--- src/rtl/mbinit_repairval_module_if.sv ---
// Sideband/handshake bundle between the MBINIT.REPAIRVAL requester and its surroundings.
// master: the environment (sideband, partner, REPAIRCLK stage); slave: the requester FSM.
interface mbinit_repairval_module_if;
   logic       i_MBINIT_REPAIRCLK_end;
   logic [3:0] i_Rx_SbMessage;
   logic       i_msg_valid;
   logic       i_Busy_SideBand;
   logic       i_falling_edge_busy;
   logic       i_ValidOutDatat_ModulePartner;
   logic       i_VAL_result_logged;
   logic       o_train_error_req;
   logic       o_MBINIT_REPAIRVAL_Pattern_En;
   logic       o_MBINIT_REPAIRVAL_Module_end;
   logic [3:0] o_TX_SbMessage;
   logic       o_ValidOutDatat_Module;

   modport master (
      output i_MBINIT_REPAIRCLK_end,
      output i_Rx_SbMessage,
      output i_msg_valid,
      output i_Busy_SideBand,
      output i_falling_edge_busy,
      output i_ValidOutDatat_ModulePartner,
      output i_VAL_result_logged,
      input  o_train_error_req,
      input  o_MBINIT_REPAIRVAL_Pattern_En,
      input  o_MBINIT_REPAIRVAL_Module_end,
      input  o_TX_SbMessage,
      input  o_ValidOutDatat_Module
   );

   modport slave (
      input  i_MBINIT_REPAIRCLK_end,
      input  i_Rx_SbMessage,
      input  i_msg_valid,
      input  i_Busy_SideBand,
      input  i_falling_edge_busy,
      input  i_ValidOutDatat_ModulePartner,
      input  i_VAL_result_logged,
      output o_train_error_req,
      output o_MBINIT_REPAIRVAL_Pattern_En,
      output o_MBINIT_REPAIRVAL_Module_end,
      output o_TX_SbMessage,
      output o_ValidOutDatat_Module
   );
endinterface

--- src/rtl/mbinit_repairval_module.sv ---
// Requester FSM for MBINIT.REPAIRVAL: init/pattern/result/done exchange with the link partner.
// Optional wait-state timeout is enabled by defining MBINIT_REPAIRVAL_TIMEOUT_EN.
module mbinit_repairval_module #(
   parameter int unsigned PATTERN_CYCLES = 128,
   parameter int unsigned TIMEOUT_CYCLES = 4096
) (
   input  logic                     CLK,
   input  logic                     rst_n,
   mbinit_repairval_module_if.slave sb
);
   localparam int unsigned MSG_W  = 4;
   localparam int unsigned PCNT_W = $clog2(PATTERN_CYCLES) + 1;

   localparam logic [MSG_W-1:0] MSG_NONE        = 4'b0000;
   localparam logic [MSG_W-1:0] MSG_INIT_REQ    = 4'b0001;
   localparam logic [MSG_W-1:0] MSG_INIT_RESP   = 4'b0010;
   localparam logic [MSG_W-1:0] MSG_RESULT_REQ  = 4'b0011;
   localparam logic [MSG_W-1:0] MSG_RESULT_RESP = 4'b0100;
   localparam logic [MSG_W-1:0] MSG_DONE_REQ    = 4'b0101;
   localparam logic [MSG_W-1:0] MSG_DONE_RESP   = 4'b0110;

   localparam logic [PCNT_W-1:0] PCNT_LAST = PCNT_W'(PATTERN_CYCLES - 1);

   typedef enum logic [3:0] {
      ST_IDLE,
      ST_INIT_REQ,
      ST_WAIT_RESP,
      ST_PATTERN,
      ST_CHECK_BUSY_RESULT,
      ST_RESULT_REQ,
      ST_CHECK_RESULT,
      ST_CHECK_BUSY_DONE,
      ST_DONE_REQ,
      ST_DONE,
      ST_ERROR
   } state_t;

   state_t              state_q, state_d;
   logic [PCNT_W-1:0]   pcnt_q, pcnt_d;
   logic                result_q, result_d;

   logic                train_error_q;
   logic                pattern_en_q;
   logic                module_end_q;
   logic [MSG_W-1:0]    tx_msg_q;
   logic                tx_valid_q;

   logic                en_c;
   logic                fe_c;
   logic                partner_c;
   logic                sb_free_c;
   logic                rx_valid_c;
   logic [MSG_W-1:0]    rx_msg_c;

   assign en_c       = sb.i_MBINIT_REPAIRCLK_end;
   assign fe_c       = sb.i_falling_edge_busy;
   assign partner_c  = sb.i_ValidOutDatat_ModulePartner;
   assign sb_free_c  = ~sb.i_Busy_SideBand & ~sb.i_ValidOutDatat_ModulePartner;
   assign rx_valid_c = sb.i_msg_valid;
   assign rx_msg_c   = sb.i_Rx_SbMessage;

`ifdef MBINIT_REPAIRVAL_TIMEOUT_EN
   localparam int unsigned TCNT_W = $clog2(TIMEOUT_CYCLES) + 1;
   localparam logic [TCNT_W-1:0] TCNT_LAST = TCNT_W'(TIMEOUT_CYCLES - 1);

   logic [TCNT_W-1:0]   tcnt_q, tcnt_d;
   logic                timed_c;

   // Every state that waits on the partner or the sideband is guarded by the timer.
   assign timed_c = state_q inside {ST_INIT_REQ, ST_WAIT_RESP, ST_CHECK_BUSY_RESULT,
                                    ST_RESULT_REQ, ST_CHECK_BUSY_DONE, ST_DONE_REQ};
`else
   logic                unused_timeout;
   assign unused_timeout = ^32'(TIMEOUT_CYCLES);
`endif

   // Message carried by each request state; all other states transmit nothing.
   function automatic logic [MSG_W-1:0] req_msg(input state_t s);
      case (s)
         ST_INIT_REQ:   req_msg = MSG_INIT_REQ;
         ST_RESULT_REQ: req_msg = MSG_RESULT_REQ;
         ST_DONE_REQ:   req_msg = MSG_DONE_REQ;
         default:       req_msg = MSG_NONE;
      endcase
   endfunction

   // Next-state and counter logic; enable loss overrides everything.
   always_comb begin
      state_d  = state_q;
      result_d = result_q;
      pcnt_d   = '0;
`ifdef MBINIT_REPAIRVAL_TIMEOUT_EN
      tcnt_d   = '0;
`endif

      case (state_q)
         ST_IDLE: begin
            if (en_c && !sb.i_Busy_SideBand) state_d = ST_INIT_REQ;
         end
         ST_INIT_REQ: begin
            if (fe_c) state_d = ST_WAIT_RESP;
         end
         ST_WAIT_RESP: begin
            if (rx_valid_c) begin
               if (rx_msg_c == MSG_INIT_RESP) begin
                  state_d = ST_PATTERN;
               end else if (rx_msg_c == MSG_RESULT_RESP) begin
                  state_d  = ST_CHECK_RESULT;
                  result_d = sb.i_VAL_result_logged;
               end else if (rx_msg_c == MSG_DONE_RESP) begin
                  state_d = ST_DONE;
               end
            end
         end
         ST_PATTERN: begin
            if (pcnt_q == PCNT_LAST) state_d = ST_CHECK_BUSY_RESULT;
         end
         ST_CHECK_BUSY_RESULT: begin
            if (sb_free_c) state_d = ST_RESULT_REQ;
         end
         ST_RESULT_REQ: begin
            if (fe_c && !partner_c) state_d = ST_WAIT_RESP;
         end
         ST_CHECK_RESULT: begin
            state_d = result_q ? ST_CHECK_BUSY_DONE : ST_ERROR;
         end
         ST_CHECK_BUSY_DONE: begin
            if (sb_free_c) state_d = ST_DONE_REQ;
         end
         ST_DONE_REQ: begin
            if (fe_c && !partner_c) state_d = ST_WAIT_RESP;
         end
         ST_DONE: begin
            state_d = ST_DONE;
         end
         ST_ERROR: begin
            state_d = ST_ERROR;
         end
         default: begin
            state_d = ST_IDLE;
         end
      endcase

`ifdef MBINIT_REPAIRVAL_TIMEOUT_EN
      if (timed_c && (state_d == state_q) && (tcnt_q == TCNT_LAST)) state_d = ST_ERROR;
`endif

      if ((state_q != ST_IDLE) && !en_c) begin
         state_d  = ST_IDLE;
         result_d = 1'b0;
      end

      // Counters only advance while the state holds, so any exit clears them.
      if ((state_q == ST_PATTERN) && (state_d == ST_PATTERN)) pcnt_d = pcnt_q + PCNT_W'(1);
`ifdef MBINIT_REPAIRVAL_TIMEOUT_EN
      if (timed_c && (state_d == state_q)) tcnt_d = tcnt_q + TCNT_W'(1);
`endif
   end

   // State register with outputs decoded from the next state.
   always_ff @(posedge CLK or negedge rst_n) begin
      if (!rst_n) begin
         state_q       <= ST_IDLE;
         pcnt_q        <= '0;
         result_q      <= 1'b0;
         train_error_q <= 1'b0;
         pattern_en_q  <= 1'b0;
         module_end_q  <= 1'b0;
         tx_msg_q      <= MSG_NONE;
         tx_valid_q    <= 1'b0;
      end else begin
         state_q       <= state_d;
         pcnt_q        <= pcnt_d;
         result_q      <= result_d;
         train_error_q <= (state_d == ST_ERROR);
         pattern_en_q  <= (state_d == ST_PATTERN);
         module_end_q  <= (state_d == ST_DONE);
         tx_msg_q      <= req_msg(state_d);
         tx_valid_q    <= (state_d == ST_INIT_REQ) || (state_d == ST_RESULT_REQ) ||
                          (state_d == ST_DONE_REQ);
      end
   end

`ifdef MBINIT_REPAIRVAL_TIMEOUT_EN
   always_ff @(posedge CLK or negedge rst_n) begin
      if (!rst_n) tcnt_q <= '0;
      else        tcnt_q <= tcnt_d;
   end
`endif

   assign sb.o_train_error_req             = train_error_q;
   assign sb.o_MBINIT_REPAIRVAL_Pattern_En = pattern_en_q;
   assign sb.o_MBINIT_REPAIRVAL_Module_end = module_end_q;
   assign sb.o_TX_SbMessage                = tx_msg_q;
   assign sb.o_ValidOutDatat_Module        = tx_valid_q;

endmodule
--- src/flat_wrapper.sv ---
// flat-port wrapper written by rule: the top's interface ports become plain ports
module mbinit_repairval_module_flat 
#(
   parameter int unsigned PATTERN_CYCLES = 128,
   parameter int unsigned TIMEOUT_CYCLES = 4096
)
  (CLK, rst_n, sb_i_MBINIT_REPAIRCLK_end, sb_i_Rx_SbMessage, sb_i_msg_valid, sb_i_Busy_SideBand, sb_i_falling_edge_busy, sb_i_ValidOutDatat_ModulePartner, sb_i_VAL_result_logged, sb_o_train_error_req, sb_o_MBINIT_REPAIRVAL_Pattern_En, sb_o_MBINIT_REPAIRVAL_Module_end, sb_o_TX_SbMessage, sb_o_ValidOutDatat_Module);
  mbinit_repairval_module_if sb_i ();
  input  logic CLK;
  input  logic rst_n;
  input wire logic [$bits(sb_i.i_MBINIT_REPAIRCLK_end)-1:0] sb_i_MBINIT_REPAIRCLK_end;
  input wire logic [$bits(sb_i.i_Rx_SbMessage)-1:0] sb_i_Rx_SbMessage;
  input wire logic [$bits(sb_i.i_msg_valid)-1:0] sb_i_msg_valid;
  input wire logic [$bits(sb_i.i_Busy_SideBand)-1:0] sb_i_Busy_SideBand;
  input wire logic [$bits(sb_i.i_falling_edge_busy)-1:0] sb_i_falling_edge_busy;
  input wire logic [$bits(sb_i.i_ValidOutDatat_ModulePartner)-1:0] sb_i_ValidOutDatat_ModulePartner;
  input wire logic [$bits(sb_i.i_VAL_result_logged)-1:0] sb_i_VAL_result_logged;
  output wire logic [$bits(sb_i.o_train_error_req)-1:0] sb_o_train_error_req;
  output wire logic [$bits(sb_i.o_MBINIT_REPAIRVAL_Pattern_En)-1:0] sb_o_MBINIT_REPAIRVAL_Pattern_En;
  output wire logic [$bits(sb_i.o_MBINIT_REPAIRVAL_Module_end)-1:0] sb_o_MBINIT_REPAIRVAL_Module_end;
  output wire logic [$bits(sb_i.o_TX_SbMessage)-1:0] sb_o_TX_SbMessage;
  output wire logic [$bits(sb_i.o_ValidOutDatat_Module)-1:0] sb_o_ValidOutDatat_Module;
  assign sb_i.i_MBINIT_REPAIRCLK_end = sb_i_MBINIT_REPAIRCLK_end;
  assign sb_i.i_Rx_SbMessage = sb_i_Rx_SbMessage;
  assign sb_i.i_msg_valid = sb_i_msg_valid;
  assign sb_i.i_Busy_SideBand = sb_i_Busy_SideBand;
  assign sb_i.i_falling_edge_busy = sb_i_falling_edge_busy;
  assign sb_i.i_ValidOutDatat_ModulePartner = sb_i_ValidOutDatat_ModulePartner;
  assign sb_i.i_VAL_result_logged = sb_i_VAL_result_logged;
  assign sb_o_train_error_req = sb_i.o_train_error_req;
  assign sb_o_MBINIT_REPAIRVAL_Pattern_En = sb_i.o_MBINIT_REPAIRVAL_Pattern_En;
  assign sb_o_MBINIT_REPAIRVAL_Module_end = sb_i.o_MBINIT_REPAIRVAL_Module_end;
  assign sb_o_TX_SbMessage = sb_i.o_TX_SbMessage;
  assign sb_o_ValidOutDatat_Module = sb_i.o_ValidOutDatat_Module;
  mbinit_repairval_module #(.PATTERN_CYCLES(PATTERN_CYCLES), .TIMEOUT_CYCLES(TIMEOUT_CYCLES)) u_core (.CLK(CLK), .rst_n(rst_n), .sb(sb_i));
endmodule
--- config.mk ---
export PLATFORM = sky130hd
export DESIGN_NAME = mbinit_repairval_module_flat
export DESIGN_NICKNAME = d
export VERILOG_FILES = /design/src/rtl/mbinit_repairval_module_if.sv /design/src/rtl/mbinit_repairval_module.sv /design/src/flat_wrapper.sv
export SDC_FILE = /design/constraint.sdc
export NUM_CORES = 1
export LEC_CHECK = 0
export CAP_MARGIN = 40
export CORE_ASPECT_RATIO = 1.1
export CORE_UTILIZATION = 25
export CTS_CLUSTER_SIZE = 24
export DETAILED_ROUTE_END_ITERATION = 7
export PLACE_DENSITY_LB_ADDON = 0.15
export SETUP_SLACK_MARGIN = 0.3
export SYNTH_ARGS = -nofsm -noshare
export SYNTH_HDL_FRONTEND = slang
export SYNTH_SLANG_ARGS = --single-unit
--- constraint.sdc ---
create_clock -name CLK -period 4.2 [get_ports CLK]
set_input_delay 0.84 -clock CLK [delete_from_list [all_inputs] [get_ports CLK]]
set_output_delay 0.84 -clock CLK [all_outputs]
set_load 0.1 [all_outputs]
==> results by group <==
Die
  – Floorplan die area: roughly 5300 µm²
  – Io pins: 20
  – Initial Util: between 20% and 30%
  – Rows: 26
  – Die W: approximately 70 µm
  – Core ar.: about 4700 µm²
  – Chip height: 76.3 µm

Logic synthesis
  – Post-synth top cells: 20 x dfrtp_1, 17 x nor2_1, 6 x inv_1, 6 x nand2_1, 4 x xnor2_1
  – Simple-gate share of the synthesized area: roughly 29%
  – Largest cells by area after synthesis: dfrtp_1 40%, nor2_1 5.1%, xnor2_1 2.8%, a2111oi_4 2.2%, nor4b_1 2.1%
  – Syn Std Cell Area: 1260 µm²
  – Synth Register Bits: 20
  – Seq/Total Area, Yosys: about two fifths
  – Post-synth EDFFs: 0
  – Synth Flop Type: dfrtp_1
  – Gate Count Post-Synth: between 100 and 150
  – Mean area per synthesized cell: 10.6 µm²
  – Post-synth top area cell: dfrtp_1
  – Synth top area share: about two fifths
  – Syn. warnings: 0
  – Syn nets: ~130
  – Post-synth cell types: between 50 and 60
  – Async set-or-reset flop fraction in the synthesized netlist: 100%
  – Xor-xnor portion of the synthesized cell area: 4.18%
  – Multiplexer area fraction after synthesis: ~1.6%
  – Adder and majority gate portion of the synthesized area: 0.996%
  – Top-count cell post-synth: dfrtp_1
  – Synth Area in Compound Gates: between 20% and 30%
  – Largest family of logic cells by synthesized area: simple AND/OR/NAND/NOR gates

CTS
  – Postcts setup bufs: 0
  – TritonCTS Sinks: 20
  – Clk pin slew, worst setup/hold paths: around 0.07 ns
  – CTS root buffer: clkbuf_8
  – CTS tree: yes
  – Total CTS buffers: 3
  – H-tree depth: 1
  – Post-cts sizing count: 0
  – Post-CTS Hold Fix Bufs: 0
  – Clk buf depth: 2
  – Clock Latency Late Sink: 0.26 ns

Timing
  – Least-Margin Pin Slew: ~0.80 ns
  – Final Slew Violations: 0
  – Worst rel slew slack: between 40% and 50%
  – Count of final setup violators: 0
  – TNS Setup: 0 ns
  – Final Hold Fails: 0
  – Minimum clock period: 2.60 ns
  – Fmax: 385 MHz
  – RSZ-0062 raised after global routing: no
  – Layout Skew: roughly 0.0025 ns
  – Period Utilization, post-route: 61.9%

Global route
  – Initial antenna violation count: 0
  – First-pass GRT wire length: around 5000 µm
  – Pin count of the biggest net entering global routing: 16
  – Total Routing Usage GR: 11.5%
  – Gr ovfl total: 0
  – Vias in the first global route: ~1000

Worst setup path
  – R2R depth: 5
  – Flop2flop setup slack: about 2.2 ns
  – RR Startpoint: u_core.state_q[0]
  – CP Class: input port to register
  – Critical Path RT: 4.34 ns
  – WP data arrival: ~2.7 ns
  – Critical path origin: sb_i_MBINIT_REPAIRCLK_end
  – CP Capture Type: register
  – CP Launch Type: input port
  – R2R Path End: u_core.sb.o_ValidOutDatat_Module
  – CP top delay family: simple AND/OR/NAND/NOR gates
  – CP Buf/Inv Count: 1
  – CP Max Fanout: 6
  – Critical-path top delay cell: clkdlybuf4s50_1
  – CP max stage delay: between 0.6 and 0.7 ns
  – Crit-path cells: clkdlybuf4s50_1, or3b_1, a21oi_1, o311a_2, o21ai_2, nor4b_1

Final layout
  – Area growth syn-to-layout: 31.9%
  – Share of cells above drive strength 1: 20.7%
  – Final Instance Area: between 1500 and 2000 µm²
  – Filler cells: between 400 and 500
  – Fin util: around a third
  – Diodes inserted: 0
  – Nets: 159

Placed design
  – Input/output buffers: 18
  – Post-DP HPWL: 2040 µm
  – Area after DPL: 1600 µm²
  – Final GP Congestion: ~0.77

Flow run
  – Maxcap violations: 0

Min path
  – Hold endpoint: u_core.pcnt_q[0]
  – Worst hold stages: 1
  – Min-delay src: u_core.pcnt_q[0]
  – HP Class: register to register

Route
  – ANT nets after route: 0
  – Routed vias: ~980
  – DRT iter0 DRCs: between 70 and 80
  – Vias per Instance: 4.86
  – Initial DRT Pass Iterations: 4
  – Wire per inst: 13.2 µm
  – Final wirelength: about 2600 µm
  – DR DRC count: 0

Run status
  – Status: finished clean

Power
  – Peak VDD IR: roughly 0.28 mV
  – LEAKAGE: just under 0.7 nW
  – Power Density: around 470 nW/µm²
==> how the worst max path moves through the flow <==
stage | endpoint | cells past startpoint
detailed placement | u_core.sb.o_MBINIT_REPAIRVAL_Module_end | 6
global route | u_core.sb.o_MBINIT_REPAIRVAL_Module_end | 6
CTS | u_core.sb.o_MBINIT_REPAIRVAL_Module_end | 6
global placement | u_core.sb.o_MBINIT_REPAIRVAL_Module_end | 6
floorplan | u_core.sb.o_TX_SbMessage[0] | 5
finish | u_core.sb.o_MBINIT_REPAIRVAL_Module_end | 6
==> logic make-up after synthesis <==
logic type      after synthesis
xor+xnor                      6
buf+inv                      10
other cells                   1
flops                        20
simple gates                 54
fa+ha+maj                     1
mux                           2
compound gates               25
==> cells in the final DEF, fill, tap and decap left out, types with 2 or more instances in the layout <==
master            n
dfrtp_1          20
clkdlybuf4s50_1  18
nor2_1           17
buf_8             8
inv_1             6
nand2_1           6
xnor2_1           4
clkbuf_8          4
nand2b_1          3
nand3_1           3
nor4b_1           3
o21ai_0           2
and4_1            2
o21ai_2           2
mux2i_1           2
o211ai_2          2
nor3_1            2
xor2_1            2
o211a_1           2
==> metrics by stage <==
step	power (mW)	instances	hold WS, ns	setup WS (ns)
global route	0.822	201	0.509	1.49
global placement	0.594	189	0.448	1.25
CTS	0.780	201	0.467	1.58
floorplan	0.516	119	0.433	2.09
detailed placement	0.630	197	0.457	1.35
finish	0.772	201	0.461	1.60
==> flip-flops by register name (all words and copies together) (netlist names) <==
name                                     cells
u_core.pcnt_q                                8
u_core.result_q                              1
u_core.sb.o_MBINIT_REPAIRVAL_Module_end      1
u_core.sb.o_MBINIT_REPAIRVAL_Pattern_En      1
u_core.sb.o_TX_SbMessage                     3
u_core.sb.o_ValidOutDatat_Module             1
u_core.sb.o_train_error_req                  1
u_core.state_q                               4
==> layout make-up <==
class,count,area [µm²],area share (%)
timing repair buffer,26,300,18.1
multi-input combinational,89,708,42.7
inverter,6,22.5,1.36
sequential,20,500,30.2
tap,56,70.1,4.23
clock buffer,4,55.1,3.32
==> power breakdown <==
group | leakage, nW | internal (mW) | switching (mW) | total, mW
clock | 0.0288 | 0.0834 | 0.0632 | 0.147
combinational | 0.378 | 0.150 | 0.220 | 0.370
sequential | 0.275 | 0.215 | 0.0404 | 0.256
total | 0.682 | 0.449 | 0.323 | 0.772
==> worst reg2reg max path, cell delays in order (launching register included) <==
cell	delay, ns
dfrtp_1	0.62
inv_1	0.19
and4_1	0.22
o311a_2	0.44
o21a_1	0.22
o211a_1	0.23
==> routing by layer <==
metal | part of all wire [%] | routed length [µm] | track usage, %
met2 | 44 | 1170 | 17.6
met5 | 0 | 0 | 0
met3 | 2.9 | 78 | 1.72
met4 | 1.6 | 42 | 4.29
met1 | 51 | 1360 | 16.3
Power figures use the tool's default switching activity.
